**config.mk**
```make
export PLATFORM = sky130hd
export DESIGN_NAME = nes_pad_emulator_flat
export DESIGN_NICKNAME = d
export VERILOG_FILES = /design/src/rtl/nes_pad_pkg.sv /design/src/rtl/nes_pad_emulator_if.sv /design/src/rtl/nes_sync_edge.sv /design/src/rtl/nes_pad_emulator.sv /design/src/flat_wrapper.sv
export SDC_FILE = /design/constraint.sdc
export NUM_CORES = 1
export LEC_CHECK = 0
export ABC_AREA = 1
export CORE_MARGIN = 8
export CORE_UTILIZATION = 44
export DETAILED_ROUTE_END_ITERATION = 10
export GPL_ROUTABILITY_DRIVEN = 0
export PLACE_DENSITY = 0.8
export SLEW_MARGIN = 10
export SYNTH_ARGS = -nofsm -noshare
export SYNTH_HDL_FRONTEND = slang
export SYNTH_SLANG_ARGS = --single-unit
```
**constraint.sdc**
```tcl
create_clock -name PCLK -period 1.85 [get_ports PCLK]
set_input_delay 0.37 -clock PCLK [delete_from_list [all_inputs] [get_ports PCLK]]
set_output_delay 0.37 -clock PCLK [all_outputs]
set_load 0.01 [all_outputs]
```
**src/rtl/nes_pad_pkg.sv**
```systemverilog
// -----------------------------------------------------------------------------
// nes_pad_pkg
// Shared definitions for the NES pad emulator: register offsets, button bit
// indices, FSM state encoding and STATUS field positions.
// -----------------------------------------------------------------------------
package nes_pad_pkg;

  // Register offsets from BASE_ADDR
  localparam logic [31:0] REG_BUTTONS = 32'h0;
  localparam logic [31:0] REG_STATUS  = 32'h4;
  localparam logic [31:0] REG_TURBO   = 32'h8;

  // BUTTONS bit indices (1 = pressed); bit 7 is shifted out first
  localparam int BTN_A      = 7;
  localparam int BTN_B      = 6;
  localparam int BTN_SELECT = 5;
  localparam int BTN_START  = 4;
  localparam int BTN_UP     = 3;
  localparam int BTN_DOWN   = 2;
  localparam int BTN_LEFT   = 1;
  localparam int BTN_RIGHT  = 0;

  // STATUS field positions
  localparam int STAT_FRAME_LSB   = 0;   // [7:0]  frame_cnt
  localparam int STAT_BIT_CNT_LSB = 8;   // [11:8] bit_cnt
  localparam int STAT_LATCH_BIT   = 12;  // synced latch level
  localparam int STAT_OVERRUN_BIT = 13;  // sticky, write-1-to-clear

  localparam logic [3:0] BITS_PER_FRAME = 4'd8;

  typedef enum logic [1:0] {
    IDLE  = 2'd0,
    LOAD  = 2'd1,
    SHIFT = 2'd2,
    DONE  = 2'd3
  } state_e;

endpackage

```
**src/rtl/nes_pad_emulator_if.sv**
```systemverilog
// -----------------------------------------------------------------------------
// nes_pad_emulator_if
// APB3 bus bundle for the NES pad emulator.
//   master : drives PSEL/PENABLE/PWRITE/PADDR/PWDATA, receives PRDATA/PREADY/PSLVERR
//   slave  : the peripheral side of the same signals
// -----------------------------------------------------------------------------
interface nes_pad_emulator_if;
  logic        PSEL;
  logic        PENABLE;
  logic        PWRITE;
  logic [31:0] PADDR;
  logic [31:0] PWDATA;
  logic [31:0] PRDATA;
  logic        PREADY;
  logic        PSLVERR;

  modport master (
    output PSEL, PENABLE, PWRITE, PADDR, PWDATA,
    input  PRDATA, PREADY, PSLVERR
  );

  modport slave (
    input  PSEL, PENABLE, PWRITE, PADDR, PWDATA,
    output PRDATA, PREADY, PSLVERR
  );
endinterface

```
**src/rtl/nes_sync_edge.sv**
```systemverilog
// -----------------------------------------------------------------------------
// nes_sync_edge
// Two-flop synchronizer followed by a registered rise/fall detector.
// An input edge shows up on rise/fall three clk cycles later.
//   clk      in  system clock
//   rst      in  asynchronous, active-high reset
//   async_in in  line asynchronous to clk
//   level    out synchronized level
//   rise     out one-cycle pulse on a synchronized rising edge
//   fall     out one-cycle pulse on a synchronized falling edge
// -----------------------------------------------------------------------------
module nes_sync_edge (
  input  logic clk,
  input  logic rst,
  input  logic async_in,
  output logic level,
  output logic rise,
  output logic fall
);

  logic meta;
  logic sync;
  logic prev;

  // NOTE: sequential state uses non-blocking assignments so every flop samples
  // the pre-edge value of its neighbour, which is what makes this a shift chain.
  always_ff @(posedge clk or posedge rst) begin
    if (rst) begin
      meta <= 1'b0;
      sync <= 1'b0;
      prev <= 1'b0;
      rise <= 1'b0;
      fall <= 1'b0;
    end else begin
      meta <= async_in;
      sync <= meta;
      prev <= sync;
      rise <= sync & ~prev;
      fall <= ~sync & prev;
    end
  end

  assign level = sync;

endmodule

```
**src/rtl/nes_pad_emulator.sv**
```systemverilog
// -----------------------------------------------------------------------------
// nes_pad_emulator
// APB3 peripheral impersonating an NES controller (4021 shift-register protocol).
// Software writes a button image; the block follows the console's latch/clock
// lines and shifts the image out on data_out, active-low.
//   PCLK     in  system clock
//   PRESERN  in  asynchronous, active-high reset
//   apb      APB3 slave (PRDATA registered, PREADY=1, PSLVERR=0)
//   latch_in in  console latch, asynchronous
//   clk_in   in  console shift clock, asynchronous
//   data_out out serial button data, 0 = pressed
// Build option: define NES_PAD_TURBO_EN to add the TURBO register at 0x8,
// which blanks the selected buttons on alternating frame-counter phases.
// -----------------------------------------------------------------------------
module nes_pad_emulator
  import nes_pad_pkg::*;
#(
  parameter logic [31:0] BASE_ADDR   = 32'h40050010,
  parameter int          TURBO_SHIFT = 2
) (
  input  logic               PCLK,
  input  logic               PRESERN,
  nes_pad_emulator_if.slave  apb,
  input  logic               latch_in,
  input  logic               clk_in,
  output logic               data_out
);

  state_e      state, next_state;
  logic [7:0]  buttons;
  logic [7:0]  eff_btn;
  logic [7:0]  shreg;
  logic [3:0]  bit_cnt;
  logic [7:0]  frame_cnt;
  logic        overrun;
  logic [31:0] prdata;
  logic [31:0] rdata_mux;

  logic latch_lvl, latch_rise, latch_fall;
  logic sclk_rise;

  logic load_sh, shift_en, clear_cnt, frame_inc, overrun_set, dout_next;

  nes_sync_edge u_latch_sync (
    .clk(PCLK), .rst(PRESERN), .async_in(latch_in),
    .level(latch_lvl), .rise(latch_rise), .fall(latch_fall)
  );

  // Only the rising edge of the console clock matters; level and fall are unused.
  logic sclk_lvl_unused, sclk_fall_unused;
  nes_sync_edge u_clk_sync (
    .clk(PCLK), .rst(PRESERN), .async_in(clk_in),
    .level(sclk_lvl_unused), .rise(sclk_rise), .fall(sclk_fall_unused)
  );

  // ---------------------------------------------------------------- APB decode
  wire wr_en      = apb.PSEL & apb.PENABLE & apb.PWRITE;
  wire rd_en      = apb.PSEL & ~apb.PENABLE & ~apb.PWRITE;
  wire hit_button = (apb.PADDR == BASE_ADDR + REG_BUTTONS);
  wire hit_status = (apb.PADDR == BASE_ADDR + REG_STATUS);

  wire overrun_clr = wr_en & hit_status & apb.PWDATA[STAT_OVERRUN_BIT];

  wire [31:0] status_word = {18'd0, overrun, latch_lvl, bit_cnt, frame_cnt};

`ifdef NES_PAD_TURBO_EN
  logic [7:0] turbo;
  wire        hit_turbo = (apb.PADDR == BASE_ADDR + REG_TURBO);
  wire        phase     = frame_cnt[TURBO_SHIFT];

  always_ff @(posedge PCLK or posedge PRESERN) begin
    if (PRESERN)                turbo <= '0;
    else if (wr_en & hit_turbo) turbo <= apb.PWDATA[7:0];
  end

  assign eff_btn = buttons & ~(turbo & {8{phase}});
`else
  assign eff_btn = buttons;
`endif

  always_ff @(posedge PCLK or posedge PRESERN) begin
    if (PRESERN)                 buttons <= '0;
    else if (wr_en & hit_button) buttons <= apb.PWDATA[7:0];
  end

  always_comb begin
    rdata_mux = '0;
    if (hit_button)      rdata_mux = {24'd0, buttons};
    else if (hit_status) rdata_mux = status_word;
`ifdef NES_PAD_TURBO_EN
    else if (hit_turbo)  rdata_mux = {24'd0, turbo};
`endif
  end

  // Loaded during the setup phase so the data is stable in the access phase.
  always_ff @(posedge PCLK or posedge PRESERN) begin
    if (PRESERN)    prdata <= '0;
    else if (rd_en) prdata <= rdata_mux;
  end

  assign apb.PRDATA  = prdata;
  assign apb.PREADY  = 1'b1;
  assign apb.PSLVERR = 1'b0;

  // ---------------------------------------------------------------------- FSM
  always_ff @(posedge PCLK or posedge PRESERN) begin
    if (PRESERN) state <= IDLE;
    else         state <= next_state;
  end

  // NOTE: every output of this block gets a default before the case so no
  // path leaves a signal unassigned, which would otherwise infer a latch.
  always_comb begin
    next_state  = state;
    load_sh     = 1'b0;
    shift_en    = 1'b0;
    clear_cnt   = 1'b0;
    frame_inc   = 1'b0;
    overrun_set = 1'b0;
    dout_next   = 1'b1;
    case (state)
      IDLE: begin
        if (latch_rise) next_state = LOAD;
      end
      LOAD: begin
        // Parallel mode: keep reloading, console clock edges are ignored.
        load_sh   = 1'b1;
        clear_cnt = 1'b1;
        dout_next = ~shreg[7];
        if (latch_fall) begin
          frame_inc  = 1'b1;
          next_state = SHIFT;
        end
      end
      SHIFT: begin
        dout_next = ~shreg[7];
        // A latch edge in the same cycle as a clock edge wins; the clock is dropped.
        if (latch_rise) begin
          next_state = LOAD;
        end else if (sclk_rise) begin
          shift_en = 1'b1;
          if (bit_cnt == BITS_PER_FRAME - 4'd1) next_state = DONE;
        end
      end
      DONE: begin
        dout_next = 1'b0;
        if (latch_rise)     next_state  = LOAD;
        else if (sclk_rise) overrun_set = 1'b1;
      end
      default: next_state = IDLE;
    endcase
  end

  // ----------------------------------------------------------------- datapath
  // NOTE: every flop here is a control/status register with a defined reset
  // value; there is no memory array, so nothing is left unreset.
  always_ff @(posedge PCLK or posedge PRESERN) begin
    if (PRESERN) begin
      shreg     <= '0;
      bit_cnt   <= '0;
      frame_cnt <= '0;
      overrun   <= 1'b0;
      data_out  <= 1'b1;
    end else begin
      if (load_sh)       shreg <= eff_btn;
      else if (shift_en) shreg <= {shreg[6:0], 1'b0};

      if (clear_cnt)     bit_cnt <= '0;
      else if (shift_en) bit_cnt <= bit_cnt + 4'd1;

      if (frame_inc) frame_cnt <= frame_cnt + 8'd1;

      // A set in the same cycle as a clear keeps the flag.
      if (overrun_set)      overrun <= 1'b1;
      else if (overrun_clr) overrun <= 1'b0;

      data_out <= dout_next;
    end
  end

endmodule

```
**src/flat_wrapper.sv**
```systemverilog
// flat-port wrapper written by rule: the top's interface ports become plain ports
module nes_pad_emulator_flat import nes_pad_pkg::*;
#(
  parameter logic [31:0] BASE_ADDR   = 32'h40050010,
  parameter int          TURBO_SHIFT = 2
)
  (PCLK, PRESERN, latch_in, clk_in, data_out, apb_PSEL, apb_PENABLE, apb_PWRITE, apb_PADDR, apb_PWDATA, apb_PRDATA, apb_PREADY, apb_PSLVERR);
  nes_pad_emulator_if apb_i ();
  input  logic PCLK;
  input  logic PRESERN;
  input  logic latch_in;
  input  logic clk_in;
  output logic data_out;
  input wire logic [$bits(apb_i.PSEL)-1:0] apb_PSEL;
  input wire logic [$bits(apb_i.PENABLE)-1:0] apb_PENABLE;
  input wire logic [$bits(apb_i.PWRITE)-1:0] apb_PWRITE;
  input wire logic [$bits(apb_i.PADDR)-1:0] apb_PADDR;
  input wire logic [$bits(apb_i.PWDATA)-1:0] apb_PWDATA;
  output wire logic [$bits(apb_i.PRDATA)-1:0] apb_PRDATA;
  output wire logic [$bits(apb_i.PREADY)-1:0] apb_PREADY;
  output wire logic [$bits(apb_i.PSLVERR)-1:0] apb_PSLVERR;
  assign apb_i.PSEL = apb_PSEL;
  assign apb_i.PENABLE = apb_PENABLE;
  assign apb_i.PWRITE = apb_PWRITE;
  assign apb_i.PADDR = apb_PADDR;
  assign apb_i.PWDATA = apb_PWDATA;
  assign apb_PRDATA = apb_i.PRDATA;
  assign apb_PREADY = apb_i.PREADY;
  assign apb_PSLVERR = apb_i.PSLVERR;
  nes_pad_emulator #(.BASE_ADDR(BASE_ADDR), .TURBO_SHIFT(TURBO_SHIFT)) u_core (.PCLK(PCLK), .PRESERN(PRESERN), .apb(apb_i), .latch_in(latch_in), .clk_in(clk_in), .data_out(data_out));
endmodule
```
**After elaboration in Yosys (flattened, before gate mapping)**

Index checks and enable logic that the tools add are counted.

- Mux-type cells: 22
- Shift-type cells: 0
- Reductions and logical operators: 6
- Bitwise logic cells: 16
- Multiply operators: 0
- Div/mod/pow operators: 0
- Add/subtract/negate cells: 2
- Eq/ne operators: 10
- $lt $le $gt $ge: 0

Operator list:

| kind | count |
|---|---|
| equality test 32 x 31 -> 1 bit, second input constant | 2 |
| two-way mux 32 bit | 1 |
| two-way mux 8 bit | 2 |
| two-way mux 14 bit | 1 |
| AND 1 bit | 10 |
| two-way mux 2 bit | 5 |
| two-way mux 1 bit | 9 |
| adder 8 x 1 -> 8 bit, second input constant | 1 |
| two-way mux 4 bit | 2 |
| NOT 1 bit | 6 |
| case mux 2 bit (3 select lines) | 1 |
| adder 4 x 1 -> 4 bit, second input constant | 1 |
| equality test 2 bit, second input constant | 2 |
| equality test 4 x 3 -> 1 bit, second input constant | 1 |
| AND reduction 4 bit | 1 |
| nonzero test 2 bit | 2 |
| OR reduction 2 bit | 2 |
| inequality test 3 x 2 -> 1 bit, second input constant | 1 |
| inequality test 3 bit, second input constant | 1 |
| equality test 2 x 1 -> 1 bit, second input constant | 1 |
| zero test 2 bit | 1 |
| inequality test 2 x 1 -> 1 bit, second input constant | 1 |
| inequality test 2 bit, second input constant | 1 |
| case mux 1 bit (2 select lines) | 1 |

- Bits of input ports: 71
- Bits in latches: 0
- Bits in read-only memories: 0
- Bits in registers: 73
- Output and inout bits: 35
- Word-level logic and storage cells: 73
- Bits in writable memories: 0
- Memories: 0

**Longest topological paths before layout**

Gate-level depths: netlist of run 1.

- Depth in word-level cells: 6
- Gate-level depth with buffers: 10
- Gate-level depth less buffers: 9

**Hierarchy**

A second synthesis of run 1 with hierarchy kept.

- Cells, all modules: 352
- Area total of the unflattened synthesis: 2899.0 sq um

Modules (own cells, without submodules):

| module | seq. area each (sq um) | cells each | area an instance (sq um) | times used |
|---|---|---|---|---|
| nes_pad_emulator | 1152.4 | 332 | 2611.3 | 1 |
| nes_sync_edge | 125.1 | 10 | 143.9 | 2 |

**Worst setup path before layout of run 1**

Ideal clock, no wire load.

- Path kind: reg2reg
- From: reg u_core.state[1]
- To: reg u_core.frame_cnt[7]
- Path buffers: 0
- Required time: 1.733 ns
- Arrival time: 1.341 ns
- Library setup time: 0.117 ns
- Path slack: 0.392 ns
- Clock period less this slack: 1.458 ns
- Stages on the path, launching flop included: 10
- Cells stage by stage: dfrtp_1 > inv_1 > ha_1 > nand2_2 > nor3_2 > nand3_2 > nor2_1 > nand2_1 > nand2_1 > nand2_1

- Cells in the longest elaborated chain, start to end: 2

RTL lines:

| item | line | RTL |
|---|---|---|
| start, declared | nes_pad_emulator.sv:29 | `state_e state, next_state;` |
| start signal, assigned | nes_pad_emulator.sv:108 | `else state <= next_state;` |
| equality test 2 x 1 -> 1 bit | nes_pad_emulator.sv:121 | `case (state)` |
| two-way mux 1 bit | nes_pad_emulator.sv:121 |  |
| end signal, assigned | nes_pad_emulator.sv:171 | `if (frame_inc) frame_cnt <= frame_cnt + 8'd1;` |
| end, declared | nes_pad_emulator.sv:34 | `logic [7:0] frame_cnt;` |

Every way passes these cells.
A chain may end at the register's enable or synchronous reset.

**Final worst setup path of run 1**

- From: reg u_core.data_out
- To: out data_out

RTL lines:

| item | line | RTL |
|---|---|---|
| start, declared | nes_pad_emulator.sv:26 | `output logic data_out` |
| start signal, assigned | nes_pad_emulator.sv:177 | `data_out <= dout_next;` |
| end, declared | flat_wrapper.sv:13 | `output logic data_out;` |

No word-level cell between the ends.

==> impl_metrics.py, run 1 <==
metrics = {
    "sta": {
        "max_freq_mhz": 577.8,
        "hold_viol_final": 0,
        "maxSlewViolCount": 0,
        "skew_ps": 7.842,
        "period_share_pct": 93.56,
        "setup_viol": 0,
        "rsz0062_at_grt": "false",
        "fin_crit_ps": 1731,
    },
    "yosys": {
        "synth-main-ff-cell": "dfrtp_1",
        "synth-seq-cells": 55,
        "synth.distinct_cells": 32,
        "syn-cell-area_um2": 2793,
        "synthArstFlopShare_pct": 100.0,
        "ys_seq_area_share_pct": 49.33,
        "postSynthCellCount": 337,
        "yosys_warnings": 0,
        "synth_edf_count": 0,
        "synth_area_per_cell_um2": 8.287,
    },
    "drt": {
        "drcViolationCount": 0,
        "vias": 2248,
        "wl_per_cell_um": 11.74,
        "firstDrtPassIters": 4,
        "antenna_left": 0,
        "drt-total-wl_um": 5681,
        "viasPerCell": 4.645,
        "initialDrtViolationCount": 104,
    },
    "power_and_ir_drop": {
        "power_mw": 2.948,
        "leakage_nw": 1.848,
        "peakVddDrop_mv": 0.5603,
        "cellPowerDensity_nw_per_um2": 828.3,
    },
    "clock_network": {
        "htreeDepth": 2,
        "root_buffer": "clkbuf_8",
        "cts_resized": 0,
        "clock_latency_ps": 310,
        "post-cts-setup-buffer-count": 0,
        "cts_made_buffers": 5,
        "clockBufferDepth": 2,
        "cts_tree": "built",
        "clk_pin_slew_worst_paths_ps": 100,
        "clock-sinks": 55,
        "holdBufCountCts": 0,
    },
    "floorplanning": {
        "ios": 106,
        "coreArea_um2": 6241,
        "die_h_um": 95.67,
        "dieArea_um2": 9153,
        "die_x_um": 95.67,
        "initial_core_util_pct": 44.75,
        "row_count": 29,
    },
    "finish": {
        "layout_common_cells": "nand2_1 (105), clkdlybuf4s50_1 (62), dfrtp_1 (54)",
        "syn_to_final_growth_pct": 27.46,
        "fin_nets": 482,
        "layout_commonest_cell": "nand2_1",
        "final_util_pct": 57.04,
        "drive_gt1_share_pct": 8.354,
        "fin_cells": 484,
        "antenna_cells": 0,
    },
    "setup_path": {
        "cp-end-kind": "output pin",
        "critPathBufInv": 1,
        "worstSetupPathType": "flop to output pin",
        "max_stage_delay_ps": 530,
        "worstSetupStartpointType": "flop",
        "crit_slowest_cell": "clkdlybuf4s50_1",
        "cp_data_required_time_ps": 1480,
        "cp_max_fo": 1,
        "critical_path.cell_chain": "clkdlybuf4s50_1",
        "r2r_start": "u_core.state[1]",
        "arrival_ps": 1360,
        "startpoint": "u_core.data_out",
        "crit_family": "buffers and inverters",
    },
    "outcome": {
        "status": "finished, final reports clean",
    },
    "job": {
        "maxCapViolCount": 0,
    },
    "min_path": {
        "min_path_type": "input port to async pin",
    },
    "place": {
        "dp_cells": 476,
        "place_hpwl_um": 4648,
        "port-buffer-count": 62,
    },
    "global_route": {
        "grt_start_max_net_pins": 35,
        "grt_pass1_wl_um": 9756,
        "grt_pass1_vias": 2283,
        "antenna_found_initial": 0,
        "gr-total-overflow": 0,
        "grt_use_total_pct": 13.40,
    },
}
[per-layer routing]
layer  routed length [um]  track usage, %  vias up
met5                    0               0        -
met4                   55           3.713        0
met3                  329           3.465        5
met2                 2920           24.97       40
met1                 2376           14.53     1065
li1                     -               -     1138
[power breakdown]
group	switching [mW]	internal [mW]
clock network	0.383	0.306
registers	0.106	1.37
logic	0.456	0.331
[per-stage QoR]
stage / hold WS, ps / setup slack [ps] / instance area [um^2] / setup TNS [ps]
2_1_floorplan: 331.2 / 138.7 / 2860 / 0
3_3_place_gp: 332.7 / 1.223 / 3461 / 0
3_5_place_dp: 339.7 / -28.02 / 3461 / -175.7
4_1_cts: 327.7 / 102.1 / 3560 / 0
5_1_grt: 370.3 / 53.93 / 3560 / 0
6_report: 325.1 / 119.2 / 3560 / 0
[sequential cells by signal, indices dropped and copies added, names as in the netlist]
name and cells:
u_core.u_latch_sync.prev 1, u_core.u_latch_sync.level 1, u_core.u_clk_sync.level 1, u_core.overrun 1, u_core.data_out 1, u_core.apb.PRDATA 14
u_core.state 2, u_core.bit_cnt 4, u_core.u_latch_sync.meta 1, u_core.u_latch_sync.fall 1, u_core.buttons 8, u_core.u_clk_sync.rise 1
u_core.shreg 8, u_core.u_latch_sync.rise 1, u_core.u_clk_sync.prev 1, u_core.frame_cnt 8, u_core.u_clk_sync.meta 1
[cells by family (layout without fill, tap and decap cells)]
logic type | Yosys count | in the layout | synth area share, %
other | 2 | 20 | 0.2689
xor gates and xnor gates | 6 | 6 | 1.882
adders and majority gates | 5 | 5 | 2.240
buffers and inverters | 71 | 123 | 12.72
and+or+nand+nor | 165 | 165 | 26.97
AOI/OAI and AO/OA | 33 | 33 | 6.586
DFF | 55 | 55 | 49.33
[synth_stat cells (2+ instances only)]
cell      number  area share, %
a21oi_1        4           0.72
buf_4         21            5.6
clkbuf_1       2           0.27
conb_1         2           0.27
dfrtp_1       54             48
ha_1           5            2.2
inv_1         43            5.8
inv_2          2           0.27
nand2_1      105             14
nand2_2        5            1.1
nand3_1       20            3.6
nand3b_1       2           0.54
nor2_1        22            3.0
nor2_8         2            1.4
nor3_2         2           0.72
o211ai_1       6            1.6
o21ai_0       18            3.2
o21ai_1        4           0.72
xnor2_1        2           0.63
xor2_1         4            1.3
[layout make-up]
type / instances / area, um^2
fillers: 578 / 2681
flip-flops and latches: 55 / 1378
multi-input cells: 229 / 1127
repair buffers: 69 / 685.7
inverters: 46 / 173.9
well taps: 77 / 96.34
clock buffers: 6 / 82.58
clock inverters: 2 / 16.27
[path summary, 6_finish.rpt]
check | to | slack (ps) | cells after the start
max | data_out | 120 | 1
min in group PCLK | u_core.u_latch_sync.level | 360 | 0
max in group asynchronous | u_core.frame_cnt[6] | 1040 | 3
max reg2reg | u_core.frame_cnt[7] | 200 | 9
min reg2reg | u_core.u_latch_sync.level | 360 | 0
min | u_core.apb.PRDATA[11] | 330 | 2
Note: power is estimated with default switching activity, not from simulation.
==> run 2: changes to the inputs <==
- CORE_UTILIZATION: 44 -> 45
- PLACE_DENSITY: 0.8 -> 0.81
- SYNTH_HIERARCHICAL: default -> 1
==> run 2 against run 1 <==
Compared with the run above: critical endpoint unchanged; via count is 3.5% higher; final cell count is 3.5% higher; largest cell class unchanged; worst setup slack better by 12 ps; synthesized cell count is 3.6% higher; clock skew hardly changed.
==> impl_metrics.py, run 2 <==
metrics = {
    "outcome": {
        "status": "finished, final reports clean",
    },
    "floorplanning": {
        "ios": 106,
        "die_h_um": 95.81,
        "row_count": 29,
        "die_x_um": 95.81,
        "initial_core_util_pct": 45.93,
        "dieArea_um2": 9180,
        "coreArea_um2": 6241,
    },
    "setup_path": {
        "r2r_end": "u_core/state[0]",
        "worstSetupPathType": "flop to output pin",
        "crit_family": "buffers and inverters",
        "critical_path.cell_chain": "clkdlybuf4s50_1",
        "r2r_cells": 8,
        "r2r_start": "u_core/state[0]",
        "startpoint": "u_core/data_out",
        "crit_slowest_cell": "clkdlybuf4s50_1",
        "worstSetupStartpointType": "flop",
        "critPathBufInv": 1,
        "rrSetupSlack_ps": 200,
        "cp_data_required_time_ps": 1480,
        "cp_max_fo": 1,
        "arrival_ps": 1350,
        "cp-end-kind": "output pin",
        "max_stage_delay_ps": 530,
    },
    "sta": {
        "fin_crit_ps": 1719,
        "max_freq_mhz": 581.7,
        "maxSlewViolCount": 0,
        "setup_viol": 0,
        "rsz0062_at_grt": "false",
        "hold_viol_final": 0,
        "period_share_pct": 92.92,
        "skew_ps": 7.913,
    },
    "clock_network": {
        "post-cts-setup-buffer-count": 0,
        "htreeDepth": 2,
        "clock-sinks": 55,
        "root_buffer": "clkbuf_8",
        "cts_tree": "built",
        "holdBufCountCts": 0,
        "cts_made_buffers": 5,
        "clock_latency_ps": 310,
        "clk_pin_slew_worst_paths_ps": 90,
        "clockBufferDepth": 2,
    },
    "drt": {
        "firstDrtPassIters": 4,
        "vias": 2327,
        "antenna_left": 0,
        "viasPerCell": 4.645,
        "drcViolationCount": 0,
        "initialDrtViolationCount": 71,
        "drt-total-wl_um": 6119,
        "wl_per_cell_um": 12.21,
    },
    "global_route": {
        "grt_use_total_pct": 14.07,
        "grt_pass1_vias": 2369,
        "grt_pass1_wl_um": 10360,
        "antenna_found_initial": 0,
        "gr-total-overflow": 0,
        "grt_start_max_net_pins": 47,
    },
    "finish": {
        "drive_gt1_share_pct": 11.79,
        "syn_to_final_growth_pct": 27.59,
        "antenna_cells": 0,
        "fillers": 580,
        "largest_reg_flops": 14,
        "fin_nets": 499,
        "stdcell_area_um2": 3657,
        "layout_common_cells": "nand2_1 (94), clkdlybuf4s50_1 (62), dfrtp_1 (54)",
        "fin_cells": 501,
        "layout_commonest_cell": "nand2_1",
    },
    "place": {
        "placed_cell_area_um2": 3567,
        "dp_cells": 493,
        "place_hpwl_um": 4988,
        "port-buffer-count": 62,
    },
    "yosys": {
        "synth_area_per_cell_um2": 8.213,
        "postSynthCellCount": 349,
        "yosys_warnings": 6,
        "syn-cell-area_um2": 2866,
    },
    "job": {
        "maxCapViolCount": 0,
    },
    "power_and_ir_drop": {
        "peakVddDrop_mv": 0.4554,
        "leakage_nw": 1.958,
        "cellPowerDensity_nw_per_um2": 831.5,
    },
    "min_path": {
        "min_path_type": "input port to async pin",
    },
}
## run 2: per-layer routing
| layer | vias up | wire length [um] | share of wire (%) | global-route usage, % |
|---|---|---|---|---|
| li1 | 1174 | - | - | - |
| met1 | 1085 | 2614 | 43 | 17.02 |
| met2 | 60 | 3073 | 50 | 24.86 |
| met3 | 8 | 372 | 6.1 | 2.730 |
| met4 | 0 | 59 | 0.96 | 3.841 |
| met5 | - | 0 | 0 | 0 |
## run 2: worst max path at each step
stage,endpoint,slack (ps),cells past startpoint
final,data_out,130,1
after global routing,u_core/shreg[5],10,8
after CTS,data_out,110,1
after detailed placement,u_core/buttons[3],-10,10
after global placement,u_core/buttons[3],40,8
after floorplan,u_core/apb.PRDATA[0],390,1
## run 2: final cells by class
cell class,instances,area [um^2],area share [%]
multi-input combinational,229,1151,31.47
sequential,55,1378,37.67
clock buffer,5,68.82,1.882
timing repair buffer,75,730.7,19.98
inverter,57,217.7,5.953
tap,77,96.34,2.634
clock inverter,3,15.01,0.4105
## run 2: what timing repair did
item                       in CTS  in global routing
gates resized for setup         0                  2
hold endpoints to repair        0                  0
setup endpoints to repair       0                  4
## run 2: metrics by stage
| stage | worst slack (ps) | TNS, ps | utilization, % | hold slack (ps) | total power, mW |
|---|---|---|---|---|---|
| 2_1_floorplan | 393.9 | 0 | - | 136.1 | 2.119 |
| 4_1_cts | 108.7 | 0 | 58.50 | 281.6 | 3.055 |
| 3_3_place_gp | 42.79 | 0 | 57.16 | 331.7 | 2.351 |
| 3_5_place_dp | -11.07 | -11.07 | 57.16 | 345.5 | 2.415 |
| 6_report | 130.9 | 0 | 58.60 | 280.5 | 3.041 |
| 5_1_grt | 9.733 | 0 | 58.60 | 339.2 | 3.265 |
## run 2: where the power goes
group	switching, mW	internal, mW
combinational	0.491	0.391
clock	0.377	0.260
sequential	0.127	1.40
total	0.995	2.05
==> run 3: changes to the inputs <==
- ABC_CLOCK_PERIOD_IN_PS: default -> 1850
- PLACE_DENSITY: 0.81 -> default
- PLACE_DENSITY_LB_ADDON: default -> 0.05
==> run 3 against run 2 <==
Compared with the run above: non-clock buffer count is 1 lower; first-iteration DRC count up 72%; final cell count down 0.20%.
==> impl_metrics.py, run 3 (synthesis results as in run 2) <==
metrics = {
    "outcome": {
        "status": "finished, final reports clean",
    },
    "floorplanning": {
        "ios": 106,
        "die_x_um": 95.81,
        "dieArea_um2": 9180,
        "die_h_um": 95.81,
        "initial_core_util_pct": 45.93,
        "coreArea_um2": 6241,
        "row_count": 29,
    },
    "sta": {
        "rsz0062_at_grt": "false",
        "fin_crit_ps": 1735,
        "setup_ws_ps": 115.3,
        "setup_viol": 0,
        "maxSlewViolCount": 0,
        "period_share_pct": 93.77,
        "max_freq_mhz": 576.5,
        "hold_viol_final": 0,
        "skew_ps": 13.57,
    },
    "min_path": {
        "min_path_type": "input port to async pin",
    },
    "finish": {
        "antenna_cells": 0,
        "fin_cells": 500,
        "layout_commonest_cell": "nand2_1",
        "drive_gt1_share_pct": 12.06,
        "layout_common_cells": "nand2_1 (94), clkdlybuf4s50_1 (62), dfrtp_1 (54)",
        "fin_nets": 498,
        "largest_reg_flops": 14,
        "syn_to_final_growth_pct": 28.02,
    },
    "setup_path": {
        "worstSetupStartpointType": "flop",
        "crit_family": "flip-flops",
        "critPathBufInv": 1,
        "crit_slowest_cell": "dfstp_2",
        "arrival_ps": 1360,
        "cp_data_required_time_ps": 1480,
        "critical_path.cell_chain": "clkdlybuf4s50_1",
        "cp-end-kind": "output pin",
        "max_stage_delay_ps": 530,
        "worstSetupPathType": "flop to output pin",
        "cp_max_fo": 1,
    },
    "global_route": {
        "grt_pass1_wl_um": 10250,
        "grt_use_total_pct": 13.94,
        "antenna_found_initial": 0,
        "grt_start_max_net_pins": 47,
        "grt_pass1_vias": 2331,
        "gr-total-overflow": 0,
    },
    "clock_network": {
        "htreeDepth": 2,
        "clock_latency_ps": 310,
        "cts_tree": "built",
        "cts_made_buffers": 5,
        "root_buffer": "clkbuf_8",
        "holdBufCountCts": 0,
        "clockBufferDepth": 2,
        "clock-sinks": 55,
        "cts_resized": 0,
        "post-cts-setup-buffer-count": 0,
        "clk_pin_slew_worst_paths_ps": 100,
    },
    "drt": {
        "antenna_left": 0,
        "wl_per_cell_um": 11.83,
        "drt-total-wl_um": 5915,
        "firstDrtPassIters": 4,
        "drcViolationCount": 0,
        "initialDrtViolationCount": 122,
        "vias": 2247,
        "viasPerCell": 4.494,
    },
    "power_and_ir_drop": {
        "cellPowerDensity_nw_per_um2": 840.5,
        "peakVddDrop_mv": 0.5420,
        "leakage_nw": 1.952,
    },
    "place": {
        "pre_cts_slack_ps": -10.15,
        "dp_cells": 492,
        "place_hpwl_um": 4789,
        "port-buffer-count": 62,
    },
    "job": {
        "maxCapViolCount": 0,
    },
}
## run 3: changes by cell type in the layout (fill, tap and decap cells not counted), sizes merged
cell and delta:
buf -1, clkinvlp +1, inv +1, clkinv -2
## run 3: metal layers
layer	part of all wire (%)	vias up	global-route usage (%)	wire length, um
li1	-	1172	-	-
met1	47	998	17.66	2767
met2	44	72	22.80	2604
met3	8.1	5	3.432	479
met4	1.1	0	4.609	64
met5	0	-	0	0
## run 3: report_power, final
part	internal (mW)	total (mW)	switching, mW
Combinational	0.394	0.878	0.484
Clock	0.274	0.683	0.409
Sequential	1.39	1.52	0.128
## run 3: area by class of cell
cell class	count	area [um^2]
fillers	598	2571
flip-flops and latches	55	1378
multi-input cells	229	1162
repair buffers	74	723.2
inverters	57	217.7
well taps	77	96.34
clock buffers	5	68.82
clock inverters	3	23.77
## run 3: stage by stage
step                      setup TNS [ps]  hold WS [ps]  area, um^2  util, %  power [mW]
final                                  0         272.7        3670    58.80       3.084
after global routing                   0         302.2        3670    58.80       3.311
after CTS                              0         265.3        3652    58.52       3.088
after detailed placement          -10.15         338.7        3560    57.04       2.397
after global placement                 0         331.6        3560    57.04       2.367
after floorplan                        0         136.1        2934        -       2.119
## run 3: final timing paths
| path | from | endpoint | slack (ps) | depth (start not counted) |
|---|---|---|---|---|
| max reg2reg | u_core/state[1] | u_core/state[0] | 230 | 9 |
| min reg2reg | u_core/u_clk_sync/meta | u_core/u_clk_sync/level | 360 | 0 |
| min | PRESERN | u_core/u_clk_sync/level | 270 | 2 |
| max | u_core/data_out | data_out | 120 | 1 |
| max in group asynchronous | PRESERN | u_core/data_out | 1120 | 3 |
| min in group PCLK | u_core/u_clk_sync/meta | u_core/u_clk_sync/level | 360 | 0 |
==> edit 1: new RTL, flow settings as in run 2 <==
Encoding of `state_e`: now one-hot (4 bits for 4 states).
--- a/src/rtl/nes_pad_pkg.sv
+++ b/src/rtl/nes_pad_pkg.sv
@@ -28,11 +28,11 @@
 
   localparam logic [3:0] BITS_PER_FRAME = 4'd8;
 
-  typedef enum logic [1:0] {
-    IDLE  = 2'd0,
-    LOAD  = 2'd1,
-    SHIFT = 2'd2,
-    DONE  = 2'd3
+  typedef enum logic [3:0] {
+    IDLE  = 4'b0001,
+    LOAD  = 4'b0010,
+    SHIFT = 4'b0100,
+    DONE  = 4'b1000
   } state_e;
 
 endpackage
Function: same outputs for any inputs over 10 cycles, from zero or initial values; not proved beyond that.
==> edit 1 against run 2 <==
Routed wire length up 8.9%; sequential cell count up 2; worst setup slack worse by 0.018 ns; synthesized cell count up 4.6%; cell area up 6.7%; synthesized area up 5.3%; power up 6.0%; core utilization up 0.14 points; first-iteration DRC count up 80%; critical path type unchanged.
==> edit 1: results (changes against run 2) <==
Outcome
  – Status: completed

Place
  – IO Port Bufs: 62 (unchanged)
  – Detailed Place HPWL: 5261 um (+5.5%)
  – Dpl cell area: 3707 sq um (+3.9%)

Layout
  – Number of flip-flops in the largest register: 14 (unchanged)
  – Fillers: 594 (+2.4%)
  – N_diodes: 0 (unchanged)
  – Non-Filler Instances: 524 (+4.6%)
  – Area of the multi-input gates: 1266 sq um (+10%)
  – Layout cells sized above 1: 0.1239 (+0.005949)
  – Nets: 513 (+2.8%)

Clocking
  – CTS Root Buffer Type: clkbuf_8
  – Post_cts resized: 0 (unchanged)
  – Post-CTS Setup Bufs: 0 (unchanged)
  – Clock-pin slew on the worst setup and hold paths: 0.06 ns (-0.03 ns)
  – Clk buf depth: 2 (unchanged)
  – Clock Latency Late Sink: 0.33 ns (+0.02 ns)
  – Num CTS Buffers: 9 (+4)
  – H-tree levels: 3 (+1)

Detailed routing
  – Via/cell ratio: 4.666 (+0.46%)
  – Number of DRC markers in iteration 0: 128 (+80%)
  – DR WL/cell: 12.72 um (+4.1%)
  – 1st-pass router iterations: 4 (unchanged)

Worst setup path
  – Critical path class: reg2out
  – Slowest CP cell: clkdlybuf4s50_1
  – R2R Setup Slk: 0.38 ns (+0.18 ns)
  – Critical path origin: u_core/data_out$_DFF_PP1_
  – Critical Path End: data_out
  – Reg2reg path depth: 7 (-1)
  – Worst path required time: 1.48 ns (about the same)
  – Crit path largest cell delay: 0.53 ns (about the same)
  – RR Endpoint: u_core/bit_cnt[1]$_DFFE_PP0P_
  – RR Startpoint: u_core/state[1]$_DFFE_PP0P_
  – Crit-path leading delay family: buffers and inverters
  – CP max FO: 1 (unchanged)

Timing
  – Worst Tran Pin Value: 0.4977 ns
  – Setup TNS: 0 ns (unchanged)
  – Worst Skew: 0.007293 ns (-0.0006206 ns)

Min path
  – Worst Hold Class: in2async

Global route
  – First-pass GRT wire length: 11250 um (+8.5%)
  – Tot GR Track Use: 0.1449 (+0.004227)
  – Initial antenna violation count: 0 (unchanged)
  – Largest net degree at the start of global routing: 38 (-19%)
  – Number of global-route vias before repair: 2453 (+3.5%)

Synthesis
  – Number of synthesis warnings: 6 (unchanged)
  – Post-synthesis instance total: 365 (+4.6%)

Power and ir drop
  – P_leak: 2.130 nW (+8.8%)
  – Max VDD drop: 0.4416 mV (-3.0%)
## edit 1: per-layer routing
metal	GRT usage	wire length, um
met3	0.04765	463
met4	0.07914	114
met2	0.2376	3226
met1	0.1633	2861
met5	0	0
## edit 1: layout make-up
cell class	instances	area share
Clock buffer	12	0.03976
Tap cell	80	0.02565
Sequential cell	57	0.3661
Inverter	53	0.05098
Timing Repair Buffer	71	0.1828
Clock inverter	3	0.01026
Multi-Input combinational cell	248	0.3245
## edit 1: metrics by stage
step           hold WS [ns]  setup WS (ns)
6_report             0.2849         0.1124
3_5_place_dp         0.3411       -0.06735
4_1_cts              0.2793        0.09055
5_1_grt              0.3105        0.07616
2_1_floorplan        0.1361         0.3388
3_3_place_gp         0.3348      -0.007779
## edit 1: power by group
part / internal (W) / total [W] / switching (W)
Sequential: 0.00137 / 0.00147 / 0.000102
Combinational: 0.000266 / 0.000604 / 0.000339
Clock: 0.000684 / 0.00115 / 0.000462
Total: 0.00232 / 0.00322 / 0.000903
==> edit 2: new RTL, settings of run 2 <==
Without the edit above. Add a define of `NES_PAD_TURBO_EN`.
--- a/src/rtl/nes_pad_emulator.sv
+++ b/src/rtl/nes_pad_emulator.sv
@@ -12,6 +12,8 @@
 // Build option: define NES_PAD_TURBO_EN to add the TURBO register at 0x8,
 // which blanks the selected buttons on alternating frame-counter phases.
 // -----------------------------------------------------------------------------
+`define NES_PAD_TURBO_EN
+
 module nes_pad_emulator
   import nes_pad_pkg::*;
 #(
Function: changed (a bounded check fails within 4 cycles, from zero or initial values).
==> edit 2 against run 2 <==
Routed wire length grew 15%; via count grew 14%; power grew 25%; synthesized cell count grew 9.5%; largest cell class unchanged; cell count grew 12%; worst setup slack lost 0.028 ns; critical path depth is the same; hold slack gained 0.0093 ns; sequential cell count grew 8; synthesized area grew 15%; clock skew shrank 0.00082 ns; cell area grew 15%.
==> edit 2: results (changes against run 2) <==
Global route
  – Largest net degree at the start of global routing: 55 (+17%)
  – Number of global-route vias before repair: 2590 (+9.3%)
  – Initial antenna violation count: 0 (unchanged)
  – Tot GR Track Use: 0.1469 (+0.006157)
  – First-pass GRT wire length: 11920 um (+15%)

Timing
  – Worst hold slack: 0.2899 ns (+0.009341 ns)
  – Worst Skew: 0.007095 ns (-0.0008183 ns)
  – Final worst slack: 0.1025 ns (-0.02842 ns)

Layout
  – Flip-flop and latch area: 1578 sq um (+15%)
  – Multi-input combinational area share: 0.3284 (+0.01363)
  – Non-clk bufs: 75 (unchanged)
  – CLK BUF: 13 (+8)
  – Number of flip-flops in the largest register: 14 (unchanged)
  – Seq area share: 0.3751 (-0.001593)
  – Multi-input gates: 258 (+13%)
  – Data buffer area share: 0.1737 (-0.02609)
  – Inverters: 49 (-14%)
  – Fillers: 633 (+9.1%)
  – N_diodes: 0 (unchanged)
  – Nets: 532 (+6.6%)
  – Clock buf/inv share: 0.04967 (+0.02675)
  – Layout cells sized above 1: 0.1584 (+0.04043)

Outcome
  – Status: completed

Die
  – Tap cell count: 99 (+29%)

Detailed routing
  – 1st-pass router iterations: 4 (unchanged)
  – Via/cell ratio: 4.754 (+2.3%)
  – Via Count: 2662 (+14%)
  – DR WL/cell: 12.61 um (+3.2%)
  – Number of DRC markers in iteration 0: 153 (+120%)

Synthesis
  – Syn Area/Cell: 8.618 sq um (+4.9%)
  – Number of synthesis warnings: 6 (unchanged)

Clocking
  – Clk buf depth: 2 (unchanged)
  – CTS Root Buffer Type: clkbuf_8
  – Clock-pin slew on the worst setup and hold paths: 0.06 ns (-0.03 ns)
  – Sink Count: 63 (+15%)
  – Num CTS Buffers: 9 (+4)
  – Clock Latency Late Sink: 0.34 ns (+0.03 ns)
  – H-tree levels: 3 (+1)

Place
  – Detailed Place HPWL: 5509 um (+10%)
  – IO Port Bufs: 62 (unchanged)
  – Pre-CTS WS: -0.09980 ns (-0.08873 ns)
  – Placed Cells: 544 (+10%)
  – Dpl cell area: 3995 sq um (+12%)

Power and ir drop
  – Max VDD drop: 0.4762 mV (+4.6%)
  – P_leak: 2.081 nW (+6.2%)

Worst setup path
  – Reg2reg path depth: 8 (unchanged)
  – RR Endpoint: u_core/bit_cnt[3]$_DFFE_PP0P_
  – R2R Setup Slk: 0.20 ns (about the same)
  – Crit-path leading delay family: buffers and inverters
  – Crit path largest cell delay: 0.53 ns (about the same)
  – CP max FO: 1 (unchanged)
  – Critical path origin: u_core/data_out$_DFF_PP1_
  – RR Startpoint: u_core/state[0]$_DFFE_PP0P_
  – Critical Path End: data_out
  – Slowest CP cell: clkdlybuf4s50_1

Min path
  – Worst Hold Class: in2async
==> edit 2: metal layers <==
metal | part of all wire | vias up | global-route usage
met5 | 0 | - | 0
met4 | 0.020 | 0 | 0.06873
met3 | 0.077 | 14 | 0.03711
met2 | 0.48 | 90 | 0.2359
met1 | 0.42 | 1230 | 0.1804
li1 | - | 1328 | -
==> edit 2: where the power goes <==
part / internal, W / total (W) / switching (W)
sequential: 0.00156 / 0.00171 / 0.000151
combinational: 0.000366 / 0.000850 / 0.000484
clock: 0.000728 / 0.00123 / 0.000503
total: 0.00265 / 0.00379 / 0.00114
==> edit 2: what timing repair did <==
action / in CTS / in global routing
endpoints found under the hold margin: 0 / 0
setup buffers: 0 / 0
resized for setup: 0 / 1
setup endpoints to repair: 0 / 4
